===== config.mk =====
export PLATFORM = sky130hd
export DESIGN_NAME = int_to_float_conv_flat
export DESIGN_NICKNAME = d
export VERILOG_FILES = /design/src/rtl/float_pkg.sv /design/src/rtl/int_to_float_conv_if.sv /design/src/rtl/lzc.sv /design/src/rtl/int_to_float_conv.sv /design/src/flat_wrapper.sv
export SDC_FILE = /design/constraint.sdc
export NUM_CORES = 1
export LEC_CHECK = 0
export ABC_AREA = 1
export CORE_UTILIZATION = 55
export CTS_CLUSTER_DIAMETER = 30
export DETAILED_ROUTE_END_ITERATION = 7
export PLACE_DENSITY = 0.84
export SYNTH_ARGS = -nofsm -noshare
export SYNTH_HDL_FRONTEND = slang
export SYNTH_SLANG_ARGS = --single-unit
export TNS_END_PERCENT = 100

===== constraint.sdc =====
create_clock -name clk -period 2.4 [get_ports clk]
set_clock_uncertainty 0.15 [all_clocks]
set_input_delay 0.6 -clock clk [delete_from_list [all_inputs] [get_ports clk]]
set_output_delay 0.6 -clock clk [all_outputs]
set_load 0.05 [all_outputs]

===== src/rtl/float_pkg.sv =====
// Shared IEEE-754 single-precision definitions. Used by the int-to-float
// converter, the IIR stage and any downstream float-to-int block.
package float_pkg;

  localparam int          FP_BIAS   = 127;
  localparam int          FP_MANT_W = 23;
  localparam int          FP_EXP_W  = 8;
  localparam logic [31:0] FP_ZERO   = 32'h0;

  typedef struct packed {
    logic                 sign;
    logic [FP_EXP_W-1:0]  exp;
    logic [FP_MANT_W-1:0] mant;
  } float_t;

endpackage


===== src/rtl/int_to_float_conv_if.sv =====
// Sample-in / float-out stream bundle for the int-to-float converter.
// The master side feeds samples and receives floats; the converter is the slave.
interface int_to_float_conv_if #(
  parameter int IN_W = 16
) ();

  logic            i_valid;
  logic [IN_W-1:0] i_sample;
  logic            o_valid;
  logic [31:0]     o_signal;

  modport master (
    output i_valid,
    output i_sample,
    input  o_valid,
    input  o_signal
  );

  modport slave (
    input  i_valid,
    input  i_sample,
    output o_valid,
    output o_signal
  );

endinterface


===== src/rtl/lzc.sv =====
// Combinational leading-zero counter. Returns W for an all-zero input so the
// caller can shift by the count without a special case.
module lzc #(
  parameter int W  = 16,
  parameter int CW = $clog2(W + 1)
) (
  input  logic [W-1:0]  data,
  output logic [CW-1:0] count
);

  // Scan from LSB upward; the highest set bit is the last one to win.
  always_comb begin
    count = CW'(W);
    for (int i = 0; i < W; i++) begin
      if (data[i]) begin
        count = CW'(W - 1 - i);
      end
    end
  end

endmodule


===== src/rtl/int_to_float_conv.sv =====
// Three-stage signed fixed-point (Q format) to IEEE-754 single converter.
// S1: sign / magnitude / zero flag. S2: normalize via leading-zero count.
// S3: round to nearest even, pack, and hold the result between samples.
// The interface instance width must equal IN_W.
module int_to_float_conv
  import float_pkg::*;
#(
  parameter int IN_W      = 16,
  parameter int FRAC_BITS = 0
) (
  input  logic               clk,
  input  logic               reset_l,
  int_to_float_conv_if.slave bus
);

  localparam int LZ_W  = $clog2(IN_W + 1);
  // Pads the normalized magnitude to 33 bits: leading one, 23 mantissa
  // bits, guard bit and 8 sticky bits, whatever IN_W is.
  localparam int PAD_W = 33 - IN_W;

  if (IN_W < 2 || IN_W > 32) begin : g_bad_in_w
    $error("int_to_float_conv: IN_W must lie in 2..32");
  end
  if (FRAC_BITS < 0 || FRAC_BITS > IN_W - 1) begin : g_bad_frac
    $error("int_to_float_conv: FRAC_BITS must lie in 0..IN_W-1");
  end

  // ---------------- S1 ----------------
  logic            s1_valid_reg;
  logic            s1_sign_reg;
  logic            s1_zero_reg;
  logic [IN_W-1:0] s1_mag_reg;
  logic [IN_W-1:0] mag_next;

  // The most negative input negates to 2^(IN_W-1), which still fits unsigned.
  assign mag_next = bus.i_sample[IN_W-1] ? ({IN_W{1'b0}} - bus.i_sample) : bus.i_sample;

  // S1 register: data only loads on valid so bubbles (and X) never enter.
  always_ff @(posedge clk or negedge reset_l) begin
    if (!reset_l) begin
      s1_valid_reg <= 1'b0;
      s1_sign_reg  <= 1'b0;
      s1_zero_reg  <= 1'b0;
      s1_mag_reg   <= '0;
    end else begin
      s1_valid_reg <= bus.i_valid;
      if (bus.i_valid) begin
        s1_sign_reg <= bus.i_sample[IN_W-1];
        s1_zero_reg <= (bus.i_sample == '0);
        s1_mag_reg  <= mag_next;
      end
    end
  end

  // ---------------- S2 ----------------
  logic [LZ_W-1:0]   lz_count;
  logic signed [7:0] exp_next;
  logic              s2_valid_reg;
  logic              s2_sign_reg;
  logic              s2_zero_reg;
  logic signed [7:0] s2_exp_reg;
  logic [IN_W-1:0]   s2_norm_reg;

  lzc #(.W(IN_W)) u_lzc (
    .data  (s1_mag_reg),
    .count (lz_count)
  );

  // Unbiased exponent: msb position minus the binary-point offset.
  assign exp_next = 8'(IN_W - 1 - int'(lz_count) - FRAC_BITS);

  // S2 register: normalized magnitude with the leading one at bit IN_W-1.
  always_ff @(posedge clk or negedge reset_l) begin
    if (!reset_l) begin
      s2_valid_reg <= 1'b0;
      s2_sign_reg  <= 1'b0;
      s2_zero_reg  <= 1'b0;
      s2_exp_reg   <= '0;
      s2_norm_reg  <= '0;
    end else begin
      s2_valid_reg <= s1_valid_reg;
      if (s1_valid_reg) begin
        s2_sign_reg <= s1_sign_reg;
        s2_zero_reg <= s1_zero_reg;
        s2_exp_reg  <= exp_next;
        s2_norm_reg <= s1_mag_reg << lz_count;
      end
    end
  end

  // ---------------- S3 ----------------
  logic [32:0] ext;
  logic        lead;
  logic [22:0] mant_trunc;
  logic        guard;
  logic        sticky;
  logic        round_up;
  logic [23:0] mant_sum;
  logic        carry;
  logic [7:0]  exp_biased;
  float_t      result;
  logic        o_valid_reg;
  float_t      o_signal_reg;

  // Round-to-nearest-even and packing; narrow inputs get zero guard/sticky.
  always_comb begin
    ext        = {s2_norm_reg, {PAD_W{1'b0}}};
    lead       = ext[32];
    mant_trunc = ext[31:9];
    guard      = ext[8];
    sticky     = |ext[7:0];
    round_up   = guard & (sticky | mant_trunc[0]);
    mant_sum   = {1'b0, mant_trunc} + {23'd0, round_up};
    // A carry out leaves the low 23 bits all zero, which is the cleared mantissa.
    carry      = mant_sum[23];
    exp_biased = 8'(int'(s2_exp_reg) + FP_BIAS + int'(carry));
    result     = FP_ZERO;
    // Zero flag and missing leading one both mean zero; either forces +0.0.
    if (!s2_zero_reg && lead) begin
      result.sign = s2_sign_reg;
      result.exp  = exp_biased;
      result.mant = mant_sum[22:0];
    end
  end

  // Output register: updates only when a valid sample leaves S2.
  always_ff @(posedge clk or negedge reset_l) begin
    if (!reset_l) begin
      o_valid_reg  <= 1'b0;
      o_signal_reg <= FP_ZERO;
    end else begin
      o_valid_reg <= s2_valid_reg;
      if (s2_valid_reg) begin
        o_signal_reg <= result;
      end
    end
  end

  assign bus.o_valid  = o_valid_reg;
  assign bus.o_signal = o_signal_reg;

endmodule


===== src/flat_wrapper.sv =====
// flat-port wrapper written by rule: the top's interface ports become plain ports
module int_to_float_conv_flat import float_pkg::*;
#(
  parameter int IN_W      = 16,
  parameter int FRAC_BITS = 0
)
  (clk, reset_l, bus_i_valid, bus_i_sample, bus_o_valid, bus_o_signal);
  int_to_float_conv_if #(.IN_W(IN_W)) bus_i ();
  input  logic clk;
  input  logic reset_l;
  input wire logic [$bits(bus_i.i_valid)-1:0] bus_i_valid;
  input wire logic [$bits(bus_i.i_sample)-1:0] bus_i_sample;
  output wire logic [$bits(bus_i.o_valid)-1:0] bus_o_valid;
  output wire logic [$bits(bus_i.o_signal)-1:0] bus_o_signal;
  assign bus_i.i_valid = bus_i_valid;
  assign bus_i.i_sample = bus_i_sample;
  assign bus_o_valid = bus_i.o_valid;
  assign bus_o_signal = bus_i.o_signal;
  int_to_float_conv #(.IN_W(IN_W), .FRAC_BITS(FRAC_BITS)) u_core (.clk(clk), .reset_l(reset_l), .bus(bus_i));
endmodule

==> flow_summary.ini <==
[outcome]
status = complete, but fails checks
failed_checks = design-rule violations

[drt]
ant_nets = 0
drc = 6
route.met2.wl_mm = 4.244
drtIter0Drc = 178
wl_per_cell_microns = 13.03
dr.pass1.iters = 6
drt-met1-wl_mm = 3.404
wl_met3_microns = 400
vias_per_cell = 5.348
vias = 3369
topRoutingLayerUsed = met4
drt-total-wl_mm = 8.206

[timing]
fin_crit_sh = 0.9545
max_slew_margin = 0.6359
worstMarginPinSlew_ns = 0.5455
fmax_ghz = 0.4365
rsz0062_at_grt = yes
setup_viol = 0
fin_crit_ns = 2.291
worst_slack_ns = 0.1092
setup_tns_ns = 0
finalMaxSlewViolations = 0
hold_viol_final = 0

[worst_setup_path]
worstPathArrival_ns = 1.54
critPathMaxFanout = 2
critPathTopFamily = buffers and inverters
startpoint = u_core.bus.o_signal[14]$_DFFE_PN0P_
rr_worst_depth = 21
worstPathBufferInverterCount = 1
cp-start-kind = flop
crit_slowest_cell = clkdlybuf4s50_1
worstPathCellList = clkdlybuf4s50_1
rrSetupSlack_ns = 0.13
crit_cells = 1
cpPeakStageDelay_ns = 0.82
critPathCaptureType = output pin
reg2reg_to = u_core.s2_norm_reg[7]$_DFFE_PN0P_
worstSetupPathType = reg2out
reg2reg_from = u_core.s1_mag_reg[1]$_DFFE_PN0P_
cp.required_ns = 1.65

[finish]
layout.nets = 569
area_growth_pct = 22.97
largest_reg_flops = 24
final_cells = 630
drive_gt1_frac = 0.1356
regArea_sq_um = 1703
diodes = 0
nFillCells = 532
multiInputGateArea_sq_um = 1698

[placement]
place_congestion = 0.8667
portBuffers = 43
dp_hpwl_mm = 6.074
placedCellCount = 612
preCtsSetupSlack_ns = -0.1416

[power_and_ir_drop]
leakage_nw = 2.241
power_switching_mw = 1.515
powerDensity_nw_per_um2 = 827.8
internal_power_mw = 2.279
power_frac_comb = 0.383
power_switching_share = 0.3993
power.share.clock = 0.230
vdd_drop_max_uv = 461.6
p_seq_frac = 0.387

[synth]
ys_seq_area_frac = 0.4567
synth_edf_count = 0
avgSynthCellArea_sq_um = 7.635
synth-seq-cells = 68
synth_area_sq_um = 3726
ys_async_sr_fraction = 1.000
ys_types = 32
yosys_warnings = 0
synthCells = 488
ys.flop_type = dfrtp_1

[run]
cap_violations = 0

[grt]
antenna_found_initial = 0
grt_usage = 0.2422
gr-total-overflow = 0
grt_pass1_vias = 3152
grt_max_degree = 69
grt_pass1_wl_mm = 13.60

[die]
num_rows = 29
core_sq_um = 6459
pin_count = 52
dieArea_sq_um = 7108
start_util = 0.5769
die_w_microns = 84.31
fp.dieH_microns = 84.31

[clock_tree]
clock_path_buffers = 2
root_buffer = clkbuf_8
insertion_delay_ns = 0.35
htree_levels = 3
clock-sinks = 68
cts_buffers = 9
cts_tree = yes
cts_hold_buf = 0
path_clk_slew_ns = 0.08

[hold_path]
hold_class = in2async
==> how the worst max path moves through the flow <==
stage,endpoint,slack [ns]
2_1_floorplan,u_core.s1_mag_reg[14]$_DFFE_PN0P_,0.37
3_3_place_gp,u_core.s1_mag_reg[14]$_DFFE_PN0P_,-0.06
3_5_place_dp,u_core.s1_mag_reg[14]$_DFFE_PN0P_,-0.14
4_1_cts,u_core.s2_norm_reg[10]$_DFFE_PN0P_,0.07
5_1_grt,u_core.s2_norm_reg[13]$_DFFE_PN0P_,-0.11
6_report,bus_o_signal[14],0.11
==> cells in the mapped netlist (7+ instances only) <==
cell      number  area (sq um)
inv_1         70         262.8
xor2_1         8         70.07
dfrtp_1       68          1702
nand2_2        7         43.79
clkbuf_1       9         33.78
a21oi_1       12         60.06
nand2_1      120         450.4
o22ai_1       20         125.1
o21ai_0       37         185.2
nor2_1        22         82.58
buf_4         11         82.58
nand3_1       61         305.3
==> placed cells by master (no fill, tap or decap), types with 4 or more instances in the layout <==
master	Yosys	routed
nand3_2	6	17
nand3_1	61	50
inv_1	70	69
xor2_1	8	8
nor2_1	22	22
clkbuf_8	0	11
xnor2_1	6	6
nand2_2	7	7
dfrtp_1	68	67
o21ai_0	37	36
a21oi_1	12	10
clkdlybuf4s50_1	0	42
conb_1	1	8
buf_4	11	21
nand2_1	120	119
o21ai_1	4	4
o22ai_1	20	20
==> cell type report <==
| cell class | count | area share |
|---|---|---|
| flip-flops and latches | 68 | 0.3717 |
| multi-input cells | 328 | 0.3706 |
| repair buffers | 66 | 0.1341 |
| inverters | 75 | 0.06171 |
| clock buffers | 12 | 0.03386 |
| well taps | 77 | 0.02103 |
| clock inverters | 4 | 0.007100 |
==> stage by stage <==
step | hold slack [ns] | utilization | power, mW | area [sq um]
2_1_floorplan | 0.1544 | - | 2.469 | 3752
3_3_place_gp | 0.3087 | 0.6637 | 2.830 | 4287
3_5_place_dp | 0.3092 | 0.6637 | 2.874 | 4287
4_1_cts | 0.1125 | 0.6928 | 3.752 | 4474
5_1_grt | 0.1350 | 0.7094 | 4.020 | 4582
6_report | 0.1084 | 0.7094 | 3.793 | 4582
==> timing repair <==
action	4_1_cts	5_1_grt
setup endpoints to repair	0	14
gates resized for setup	0	22
setup buffers	0	2
==> metal layers <==
layer  vias up  GRT usage
li1       1686          -
met1      1564     0.2824
met2       101     0.4404
met3        18    0.03441
met4         0     0.1129
met5         -          0
==> power by group through the flow <==
| stage | clock network (mW) | logic (mW) | registers, mW |
|---|---|---|---|
| 2_1_floorplan | 0 | 0.711 | 1.76 |
| 3_3_place_gp | 0 | 1.35 | 1.48 |
| 3_5_place_dp | 0 | 1.38 | 1.49 |
| 4_1_cts | 0.894 | 1.39 | 1.47 |
| 5_1_grt | 0.940 | 1.59 | 1.49 |
| 6_report | 0.871 | 1.45 | 1.47 |
==> cells by family after synthesis <==
group	synth area share
AO/OA/AOI/OAI	0.1148
XOR/XNOR	0.03291
adder cells (fa/ha/maj)	0.006715
buffers and inverters	0.1182
flip-flops	0.4567
other	0.001006
AND/OR/NAND/NOR	0.2696
(Power assumes the default switching activity.)
